### src/rtl/wb_pkg.sv
// Shared writeback-stage types: source and load-funct3 encodings, buffer occupancy, RV32 entry.
package wb_pkg;
  localparam int WB_XLEN = 32;

  typedef enum logic [1:0] {WB_ALU = 2'd0, WB_MEM = 2'd1, WB_PCIMM = 2'd2, WB_PC4 = 2'd3} wb_sel_e;
  typedef enum logic [2:0] {LB = 3'b000, LH = 3'b001, LW = 3'b010, LBU = 3'b100, LHU = 3'b101} load_f3_e;
  typedef enum logic [1:0] {CNT_EMPTY = 2'd0, CNT_ONE = 2'd1, CNT_FULL = 2'd2} cnt_e;

  typedef struct packed {
    logic [WB_XLEN-1:0] data;
    logic [4:0]         rd;
    logic               wen;
  } wb_entry_t;

  // x0 is hardwired, so a write to it is never issued.
  function automatic logic rd_write_en(input logic wen, input logic [4:0] rd, input logic legal);
    return wen && (rd != 5'd0) && legal;
  endfunction
endpackage

### src/rtl/wb_select_stage_if.sv
// Upstream/downstream handshake bundle of the writeback stage; slave is the stage side.
interface wb_select_stage_if #(
  parameter int XLEN = 32,
  parameter int NSRC = 4
);
  localparam int SELW = (NSRC > 1) ? $clog2(NSRC) : 1;

  logic                 IN_VALID;
  logic                 IN_READY;
  logic [SELW-1:0]      WB_SEL;
  logic [NSRC*XLEN-1:0] SRC_DATA;
  logic [2:0]           LOAD_F3;
  logic [1:0]           ADDR_LSB;
  logic [4:0]           RD_ADDR;
  logic                 RD_WEN;
  logic                 OUT_VALID;
  logic                 OUT_READY;
  logic [XLEN-1:0]      REG_WRITE;
  logic [4:0]           RD_ADDR_OUT;
  logic                 RD_WEN_OUT;
  logic                 SEL_ERR;

  modport master (
    output IN_VALID, WB_SEL, SRC_DATA, LOAD_F3, ADDR_LSB, RD_ADDR, RD_WEN, OUT_READY,
    input  IN_READY, OUT_VALID, REG_WRITE, RD_ADDR_OUT, RD_WEN_OUT, SEL_ERR
  );
  modport slave (
    input  IN_VALID, WB_SEL, SRC_DATA, LOAD_F3, ADDR_LSB, RD_ADDR, RD_WEN, OUT_READY,
    output IN_READY, OUT_VALID, REG_WRITE, RD_ADDR_OUT, RD_WEN_OUT, SEL_ERR
  );
endinterface

### src/rtl/wb_load_ext.sv
// Combinational sub-word load extender for the memory result source.
module wb_load_ext
  import wb_pkg::*;
#(
  parameter int XLEN = 32
) (
  input  logic [XLEN-1:0] data_i,
  input  logic [2:0]      f3_i,
  input  logic [1:0]      lsb_i,
  output logic [XLEN-1:0] data_o
);
  logic [7:0]  byte_sel;
  logic [15:0] half_sel;

  always_comb begin
    byte_sel = data_i[{lsb_i, 3'b000} +: 8];
    // Halfword alignment comes from bit 1 only; a misaligned bit 0 is dropped.
    half_sel = lsb_i[1] ? data_i[31:16] : data_i[15:0];
    data_o   = data_i;
    case (f3_i)
      LB:      data_o = {{(XLEN-8){byte_sel[7]}}, byte_sel};
      LBU:     data_o = {{(XLEN-8){1'b0}}, byte_sel};
      LH:      data_o = {{(XLEN-16){half_sel[15]}}, half_sel};
      LHU:     data_o = {{(XLEN-16){1'b0}}, half_sel};
      default: data_o = data_i;
    endcase
  end
endmodule

### src/rtl/wb_select_stage.sv
// Writeback select stage: source mux, optional load extension (WB_LOAD_EXT_EN),
// and a 2-entry valid/ready buffer in front of the register file.
module wb_select_stage
  import wb_pkg::*;
#(
  parameter int XLEN = 32,
  parameter int NSRC = 4
) (
  input  logic               CLK,
  input  logic               RSTN,
  wb_select_stage_if.slave   bus
);
  localparam int SELW = (NSRC > 1) ? $clog2(NSRC) : 1;

  typedef struct packed {
    logic [XLEN-1:0] data;
    logic [4:0]      rd;
    logic            wen;
  } entry_t;

  logic            sel_legal;
  logic [XLEN-1:0] mem_data, mux_data;
  entry_t          new_entry, head;
  entry_t          mem_q [2];
  logic            hd_q, tl_q;
  cnt_e            state_q, state_d;
  logic            sel_err_q;
  logic            in_rdy, out_vld, push, pop;

  assign sel_legal = ({{(32-SELW){1'b0}}, bus.WB_SEL} < 32'(NSRC));

`ifdef WB_LOAD_EXT_EN
  wb_load_ext #(.XLEN(XLEN)) u_load_ext (
    .data_i (bus.SRC_DATA[XLEN +: XLEN]),
    .f3_i   (bus.LOAD_F3),
    .lsb_i  (bus.ADDR_LSB),
    .data_o (mem_data)
  );
`else
  logic unused_ld;
  assign mem_data  = bus.SRC_DATA[XLEN +: XLEN];
  assign unused_ld = ^{bus.LOAD_F3, bus.ADDR_LSB};
`endif

  // Out-of-range selects match no source and fall through to zero data.
  always_comb begin
    mux_data = '0;
    for (int i = 0; i < NSRC; i++) begin
      if (bus.WB_SEL == SELW'(i))
        mux_data = (i == int'(WB_MEM)) ? mem_data : bus.SRC_DATA[i*XLEN +: XLEN];
    end
  end

  assign new_entry.data = mux_data;
  assign new_entry.rd   = bus.RD_ADDR;
  assign new_entry.wen  = rd_write_en(bus.RD_WEN, bus.RD_ADDR, sel_legal);

  assign in_rdy  = (state_q != CNT_FULL);
  assign out_vld = (state_q != CNT_EMPTY);
  assign push    = bus.IN_VALID && in_rdy;
  assign pop     = out_vld && bus.OUT_READY;

  always_ff @(posedge CLK or negedge RSTN) begin
    if (!RSTN) state_q <= CNT_EMPTY;
    else       state_q <= state_d;
  end

  always_comb begin
    state_d = state_q;
    case (state_q)
      CNT_EMPTY: if (push) state_d = CNT_ONE;
      CNT_ONE: begin
        if (push && !pop)      state_d = CNT_FULL;
        else if (pop && !push) state_d = CNT_EMPTY;
      end
      CNT_FULL:  if (pop) state_d = CNT_ONE;
      default:   state_d = CNT_EMPTY;
    endcase
  end

  always_ff @(posedge CLK or negedge RSTN) begin
    if (!RSTN) begin
      hd_q      <= 1'b0;
      tl_q      <= 1'b0;
      mem_q[0]  <= '0;
      mem_q[1]  <= '0;
      sel_err_q <= 1'b0;
    end else begin
      if (push) begin
        mem_q[tl_q] <= new_entry;
        tl_q        <= ~tl_q;
      end
      if (pop) hd_q <= ~hd_q;
      sel_err_q <= sel_err_q | (push & ~sel_legal);
    end
  end

  // Outputs are gated by valid so an idle stage never shows stale head contents.
  assign head            = mem_q[hd_q];
  assign bus.IN_READY    = in_rdy;
  assign bus.OUT_VALID   = out_vld;
  assign bus.REG_WRITE   = out_vld ? head.data : '0;
  assign bus.RD_ADDR_OUT = out_vld ? head.rd   : 5'd0;
  assign bus.RD_WEN_OUT  = out_vld & head.wen;
  assign bus.SEL_ERR     = sel_err_q;
endmodule

### src/flat_wrapper.sv
// flat-port wrapper written by rule: the top's interface ports become plain ports
module wb_select_stage_flat import wb_pkg::*;
#(
  parameter int XLEN = 32,
  parameter int NSRC = 4
)
  (CLK, RSTN, bus_IN_VALID, bus_WB_SEL, bus_SRC_DATA, bus_LOAD_F3, bus_ADDR_LSB, bus_RD_ADDR, bus_RD_WEN, bus_OUT_READY, bus_IN_READY, bus_OUT_VALID, bus_REG_WRITE, bus_RD_ADDR_OUT, bus_RD_WEN_OUT, bus_SEL_ERR);
  wb_select_stage_if #(.XLEN(XLEN), .NSRC(NSRC)) bus_i ();
  input  logic CLK;
  input  logic RSTN;
  input wire logic [$bits(bus_i.IN_VALID)-1:0] bus_IN_VALID;
  input wire logic [$bits(bus_i.WB_SEL)-1:0] bus_WB_SEL;
  input wire logic [$bits(bus_i.SRC_DATA)-1:0] bus_SRC_DATA;
  input wire logic [$bits(bus_i.LOAD_F3)-1:0] bus_LOAD_F3;
  input wire logic [$bits(bus_i.ADDR_LSB)-1:0] bus_ADDR_LSB;
  input wire logic [$bits(bus_i.RD_ADDR)-1:0] bus_RD_ADDR;
  input wire logic [$bits(bus_i.RD_WEN)-1:0] bus_RD_WEN;
  input wire logic [$bits(bus_i.OUT_READY)-1:0] bus_OUT_READY;
  output wire logic [$bits(bus_i.IN_READY)-1:0] bus_IN_READY;
  output wire logic [$bits(bus_i.OUT_VALID)-1:0] bus_OUT_VALID;
  output wire logic [$bits(bus_i.REG_WRITE)-1:0] bus_REG_WRITE;
  output wire logic [$bits(bus_i.RD_ADDR_OUT)-1:0] bus_RD_ADDR_OUT;
  output wire logic [$bits(bus_i.RD_WEN_OUT)-1:0] bus_RD_WEN_OUT;
  output wire logic [$bits(bus_i.SEL_ERR)-1:0] bus_SEL_ERR;
  assign bus_i.IN_VALID = bus_IN_VALID;
  assign bus_i.WB_SEL = bus_WB_SEL;
  assign bus_i.SRC_DATA = bus_SRC_DATA;
  assign bus_i.LOAD_F3 = bus_LOAD_F3;
  assign bus_i.ADDR_LSB = bus_ADDR_LSB;
  assign bus_i.RD_ADDR = bus_RD_ADDR;
  assign bus_i.RD_WEN = bus_RD_WEN;
  assign bus_i.OUT_READY = bus_OUT_READY;
  assign bus_IN_READY = bus_i.IN_READY;
  assign bus_OUT_VALID = bus_i.OUT_VALID;
  assign bus_REG_WRITE = bus_i.REG_WRITE;
  assign bus_RD_ADDR_OUT = bus_i.RD_ADDR_OUT;
  assign bus_RD_WEN_OUT = bus_i.RD_WEN_OUT;
  assign bus_SEL_ERR = bus_i.SEL_ERR;
  wb_select_stage #(.XLEN(XLEN), .NSRC(NSRC)) u_core (.CLK(CLK), .RSTN(RSTN), .bus(bus_i));
endmodule
### config.mk
export PLATFORM = sky130hd
export DESIGN_NAME = wb_select_stage_flat
export DESIGN_NICKNAME = d
export VERILOG_FILES = /design/src/rtl/wb_pkg.sv /design/src/rtl/wb_select_stage_if.sv /design/src/rtl/wb_load_ext.sv /design/src/rtl/wb_select_stage.sv /design/src/flat_wrapper.sv
export SDC_FILE = /design/constraint.sdc
export NUM_CORES = 1
export LEC_CHECK = 0
export CORE_MARGIN = 2
export CORE_UTILIZATION = 48
export CTS_BUF_LIST = sky130_fd_sc_hd__clkbuf_4 sky130_fd_sc_hd__clkbuf_8
export CTS_CLUSTER_DIAMETER = 80
export DETAILED_ROUTE_END_ITERATION = 12
export PLACE_DENSITY = 0.89
export SETUP_SLACK_MARGIN = 0.1
export SYNTH_ARGS = -nofsm -noshare
export SYNTH_HDL_FRONTEND = slang
export SYNTH_SLANG_ARGS = --single-unit
export TNS_END_PERCENT = 1
### constraint.sdc
create_clock -name CLK -period 4.5 [get_ports CLK]
set_input_delay 1.125 -clock CLK [delete_from_list [all_inputs] [get_ports CLK]]
set_output_delay 1.125 -clock CLK [all_outputs]
set_load 0.05 [all_outputs]
==> summary.md, run 1 <==
| Metric | Value |
|---|---|
| Status | finished, final reports clean |
| Hold_sp | u_core.mem_q[43]$_DFFE_PN0P_ |
| Mapped Cells | 312 |
| Share of layout cells above drive strength 1 | 0.275 |
| Gate power share | 0.537 |
| Via density | 5.48 |
| Initial antenna violation count | 0 |
| Period utilization | 0.812 |
| Mapped cell area | 4400 um2 |
| RSZ-0062 raised after global routing | false |
| Setup WS pre-CTS | 1.16 ns |
| Clock transition at path regs | 0.08 ns |
| Most frequent cells in the layout | clkdlybuf4s50_1, dfrtp_1, mux2_2, mux2i_1, nor2_1 |
| CP peak stage delay | 0.82 ns |
| Crit. Startpoint | u_core.state_q[0]$_DFFE_PN0P_ |
| Critical path capture point type | output pin |
| Top cells by area, synth | dfrtp_1, mux2_2, mux4_2 |
| P per Cell Area | 575 nW/um2 |
| Share of power burned in registers | 0.333 |
| Vias in the first global route | 3631 |
| Placed inst area | 6210 um2 |
| Synth Area in Compound Gates | 0.00710 |
| Sequential area share after synthesis | 0.455 |
| Area leader, netlist | dfrtp_1 |
| Commonest non-fill, non-tap cell in the layout | clkdlybuf4s50_1 |
| Row count | 34 |
| Synth-to-layout area growth | 45.1% |
| Avg Inst Size Synth | 14.1 um2 |
| Int Pwr | 2.13 mW |
| Synth Register Bits | 80 |
| Library cells used by synthesis | 25 |
| Crit-path cells | nor2_4 -> nor2_1 -> clkdlybuf4s50_1 |
| Worst Setup Start Kind | flip-flop |
| Largest family of logic cells by synthesized area | multiplexers |
| Design Power | 3.67 mW |
| Placer Congestion | 0.736 |
| Synth Area in Adders | 0 |
| P_leak | 2.61 nW |
| Syn nets | 457 |
| DRT Pass-1 Iters | 6 |
| Post-CTS sizing | 0 |
| Count of input and output buffers | 179 |
| Fmax | 0.274 GHz |
| Nets | 628 |
| Detail Route Antenna Nets | 0 |
| Tightest Pin Transition | 1.02 ns |
| Setup violators final | 0 |
| YS warnings | 0 |
| DP Cell Count | 580 |
| Final WS setup | 0.847 ns |
| CP Max Fanout | 39 |
| Area of the core | 8810 um2 |
| CP Class | flip-flop to output pin |
| First-pass GRT wire length | 17200 um |
| FF-to-FF Start | u_core.state_q[1]$_DFFE_PN0P_ |
| Final Hold Fails | 0 |
| Worst R2R Setup Slack | 2.41 ns |
| Mux contribution to synthesized area | 0.445 |
| Slew Limit Fails | 0 |
| Final core occ | 0.726 |
| GRT overflow | 0 |
| Routed wire length per instance | 18.1 um |
| HPWL after DPL | 7880 um |
| Max-slew headroom | 0.320 |
| Gr usage total | 0.224 |
| Critical Path RT | 3.38 ns |
| Post-synth top area share | 0.455 |
| Die Ht | 99.8 um |
| Skew-Pair Late Insertion Delay | 0.34 ns |
| Fin Setup TNS | 0 ns |
| Die width | 99.8 um |
| Clock power frac | 0.130 |
| Root buffer cell | clkbuf_8 |
| Htree depth | 3 |
| DRC | 0 |
| Initial Utilization | 0.500 |
| WL final | 10800 um |
| Post-synthesis xor/xnor area fraction | 0.00199 |
| Switching share of power | 0.421 |
| Via count | 3265 |
| Design area | 6390 um2 |
| Num CTS Buffers | 9 |
| VDD IR max | 0.253 mV |
| Full die area | 9960 um2 |
| Worst Path Arrival | 2.53 ns |
| Worst hold slack | 0.510 ns |
| Cts hold-fix bufs | 0 |
| Clock sink count | 80 |
| Crit path time final | 3.65 ns |
| CTS Buffer Depth | 2 |
| Fillers | 600 |
| Post-Layout Cell Count | 596 |
| Post-CTS Setup Inserts | 0 |
| MaxCap Viol Count | 0 |
| IO Pins | 186 |
| Antenna cell count | 0 |
| Synth Area in Simple Gates | 0.0477 |
| Slowest library cell on the worst path | nor2_4 |
| Worst-case clock skew | 0.00770 ns |
| Number of DRC markers in iteration 0 | 57 |
| Hold crit path type | flip-flop to flip-flop |
| Switching power | 1.55 mW |
| Largest net degree at the start of global routing | 81 |
| CTS tree | yes |
-- final timing paths --
check | end | cells after the start
max in group asynchronous | u_core.hd_q$_DFFE_PN0P_ | 1
hold reg to reg | u_core.mem_q[43]$_DFFE_PN0P_ | 1
setup reg to reg | u_core.mem_q[14]$_DFFE_PN0P_ | 5
setup / recovery | bus_REG_WRITE[14] | 3
min in group asynchronous | u_core.mem_q[1]$_DFFE_PN0P_ | 1
hold / removal | u_core.mem_q[43]$_DFFE_PN0P_ | 1
-- kinds of logic after synthesis --
family / after synthesis
AO/OA/AOI/OAI: 6
XOR/XNOR: 1
buffers and inverters: 30
flip-flops: 80
multiplexers: 146
other: 1
AND/OR/NAND/NOR: 48
-- cells in the mapped netlist --
cell / count
o22ai_1: 1
mux4_1: 1
mux4_2: 31
mux2_2: 74
dfrtp_1: 80
nand3_2: 1
clkbuf_1: 3
nand2_1: 2
mux2i_1: 40
buf_4: 2
buf_2: 7
a21oi_1: 3
xnor2_1: 1
buf_6: 8
nor2b_2: 1
nand2b_1: 1
o21ai_0: 2
nor2_1: 39
inv_1: 5
nor2b_1: 1
or4_1: 1
conb_1: 1
nor3b_1: 1
nor3_2: 1
buf_1: 5
-- routing by layer --
metal | vias up | part of all wire | wire, um | track usage
li1 | 1480 | - | - | -
met1 | 1647 | 0.38 | 4100 | 0.261
met2 | 128 | 0.54 | 5760 | 0.407
met3 | 10 | 0.075 | 802 | 0.0669
met4 | 0 | 0.0086 | 92 | 0.0558
met5 | - | 0 | 0 | 0
-- critical path: cells and delay by family, from the launching register on --
kind / cells / cell delay, ns
buffers and inverters: 1 / 0.75
and+or+nand+nor: 2 / 0.98
DFF: 1 / 0.45
-- area by class of cell --
class                   count  area [um2]  share of cell area
inverters                   5        18.8             0.00294
repair buffers            185        1830               0.286
clock inverters             5        32.5             0.00509
multi-input cells         202        2230               0.348
flip-flops and latches     80        2000               0.313
well taps                 108         135              0.0211
clock buffers              11         145              0.0227
-- power groups by stage --
stage	logic (mW)	clock network [mW]	registers, mW
after floorplan	1.43	0	1.15
after global placement	1.95	0	1.21
after detailed placement	1.99	0	1.24
after CTS	1.99	0.487	1.22
after global routing	2.08	0.523	1.26
final	1.97	0.477	1.22
-- flip-flops by register name, indices dropped and copies added, names as in the netlist --
register        flops
u_core.tl_q         1
u_core.state_q      2
u_core.mem_q       76
u_core.hd_q         1
Note: power is estimated with default switching activity, not from simulation.
==> inputs of run 2 (changes only) <==
--- a/config.mk
+++ b/config.mk
@@ -6,11 +6,11 @@
 export NUM_CORES = 1
 export LEC_CHECK = 0
 export CORE_MARGIN = 2
-export CORE_UTILIZATION = 48
+export CORE_UTILIZATION = 44
 export CTS_BUF_LIST = sky130_fd_sc_hd__clkbuf_4 sky130_fd_sc_hd__clkbuf_8
 export CTS_CLUSTER_DIAMETER = 80
 export DETAILED_ROUTE_END_ITERATION = 12
-export PLACE_DENSITY = 0.89
+export PLACE_DENSITY = 0.82
 export SETUP_SLACK_MARGIN = 0.1
 export SYNTH_ARGS = -nofsm -noshare
 export SYNTH_HDL_FRONTEND = slang
==> constraint.sdc (replaced) <==
create_clock -name CLK -period 3.4 [get_ports CLK]
set_input_delay 0.85 -clock CLK [delete_from_list [all_inputs] [get_ports CLK]]
set_output_delay 0.85 -clock CLK [all_outputs]
set_load 0.05 [all_outputs]
==> summary.md, run 2 (synthesized netlist as in run 1, its figures left out) <==
| Metric | Value |
|---|---|
| Most frequent cells in the layout | clkdlybuf4s50_1, dfrtp_1, mux2_2, mux2i_1, nor2_1 |
| Cts hold-fix bufs | 0 |
| Clock transition at path regs | 0.08 ns |
| Fmax | 0.323 GHz |
| Largest net degree at the start of global routing | 81 |
| Synth-to-layout area growth | 47.6% |
| Gr usage total | 0.200 |
| Max reg flops | 76 |
| Vias in the first global route | 3555 |
| Hold_sp | u_core.mem_q[25]$_DFFE_PN0P_ |
| MaxCap Viol Count | 0 |
| Critical path capture point type | output pin |
| Num CTS Buffers | 9 |
| DRT Pass-1 Iters | 4 |
| Worst-case clock skew | 0.0100 ns |
| Detail Route Antenna Nets | 0 |
| Placer Congestion | 0.711 |
| Clock sink count | 80 |
| DRC | 0 |
| DP Cell Count | 605 |
| Fillers | 728 |
| Period utilization | 0.910 |
| Hold EP | u_core.mem_q[25]$_DFFE_PN0P_ |
| Hold crit path type | flip-flop to flip-flop |
| VDD IR max | 0.385 mV |
| Die Ht | 104 um |
| Routed wire length per instance | 16.6 um |
| Area of the multi-input gates | 2230 um2 |
| CTS tree | yes |
| Crit path time final | 3.10 ns |
| Setup violators final | 0 |
| Design Power | 4.99 mW |
| RSZ-0062 raised after global routing | false |
| Area of the core | 9730 um2 |
| First-pass GRT wire length | 17100 um |
| Antenna cell count | 0 |
| Number of DRC markers in iteration 0 | 51 |
| HPWL after DPL | 7500 um |
| Max-slew headroom | 0.347 |
| Post-Layout Cell Count | 621 |
| Share of layout cells above drive strength 1 | 0.277 |
| Worst Setup Start Kind | flip-flop |
| Reg-to-reg endpoint | u_core.mem_q[20]$_DFFE_PN0P_ |
| Worst R2R Setup Slack | 1.49 ns |
| Row count | 36 |
| Worst r2r path cells | 5 |
| Commonest non-fill, non-tap cell in the layout | clkdlybuf4s50_1 |
| Htree depth | 3 |
| Worst Path Arrival | 2.25 ns |
| Post-CTS Setup Inserts | 0 |
| Initial antenna violation count | 0 |
| Nets | 628 |
| Root buffer cell | clkbuf_8 |
| Reg area | 2000 um2 |
| Via density | 5.26 |
| Worst hold slack | 0.506 ns |
| P per Cell Area | 768 nW/um2 |
| GRT overflow | 0 |
| Fin Setup TNS | 0 ns |
| Initial Utilization | 0.453 |
| CP Class | flip-flop to output pin |
| Die width | 104 um |
| Top register by number of flip-flops | u_core.mem_q |
| Final core occ | 0.668 |
| CTS Buffer Depth | 2 |
| IO Pins | 186 |
| Count of input and output buffers | 179 |
| Status | finished, final reports clean |
| FF-to-FF Start | u_core.state_q[1]$_DFFE_PN0P_ |
| Via count | 3266 |
| Skew-Pair Late Insertion Delay | 0.34 ns |
| WL final | 10300 um |
| P_leak | 2.66 nW |
| Post-CTS sizing | 0 |
| Top flop regs | u_core.mem_q (76), u_core.state_q (2) |
| Slew Limit Fails | 0 |
| Final Hold Fails | 0 |
| Critical Path RT | 2.55 ns |
| Full die area | 10800 um2 |
| Hold depth | 1 |
| Tightest Pin Transition | 0.980 ns |
| CP Max Fanout | 24 |
-- run 2: cell types whose count changed in the layout (fill, tap and decap cells not counted) --
cell	change
buf_12	+3
buf_2	+1
buf_4	-3
bufinv_16	+1
clkbuf_8	+3
clkdlybuf4s50_1	-1
clkinv_2	-1
clkinvlp_4	-3
-- run 2: worst max-delay path: stages, from the launching register on --
cell,delay [ns]
dfrtp_1,0.45
nor2_4,0.42
buf_12,0.24
nor2_1,0.06
clkdlybuf4s50_1,0.72
-- run 2: layout make-up --
type / count / area share
clock buffers: 14 / 0.0287
clock inverters: 2 / 0.00539
inverters: 5 / 0.00289
multi-input cells: 202 / 0.343
flip-flops and latches: 80 / 0.308
well taps: 133 / 0.0256
repair buffers: 185 / 0.287
-- run 2: how the worst max path moves through the flow --
stage | from | endpoint | slack, ns | cells after the start
floorplan | u_core.hd_q$_DFFE_PN0P_ | bus_REG_WRITE[22] | 0.84 | 5
global placement | u_core.state_q[0]$_DFFE_PN0P_ | bus_REG_WRITE[1] | 0.63 | 4
detailed placement | u_core.state_q[0]$_DFFE_PN0P_ | bus_REG_WRITE[1] | 0.65 | 4
CTS | u_core.state_q[0]$_DFFE_PN0P_ | bus_REG_WRITE[1] | 0.25 | 4
global route | u_core.state_q[0]$_DFFE_PN0P_ | bus_REG_WRITE[10] | 0.18 | 4
finish | u_core.state_q[0]$_DFFE_PN0P_ | bus_REG_WRITE[3] | 0.30 | 4
-- run 2: per-stage QoR --
stage	setup slack (ns)	area (um2)
after global routing	0.176	6500
after CTS	0.248	6500
after floorplan	0.844	4400
final	0.305	6500
after detailed placement	0.653	6280
after global placement	0.629	6280
-- run 2: per-layer routing --
layer | GRT usage | part of all wire | vias to the layer above
li1 | - | - | 1485
met1 | 0.234 | 0.39 | 1637
met2 | 0.360 | 0.53 | 130
met3 | 0.0464 | 0.067 | 14
met4 | 0.0705 | 0.016 | 0
met5 | 0 | 0 | -
-- run 2: where the power goes --
part / internal [mW] / leakage, nW / switching [mW]
registers: 1.36 / 0.936 / 0.207
logic: 1.19 / 1.61 / 1.49
clock network: 0.427 / 0.116 / 0.316
total: 2.97 / 2.66 / 2.01
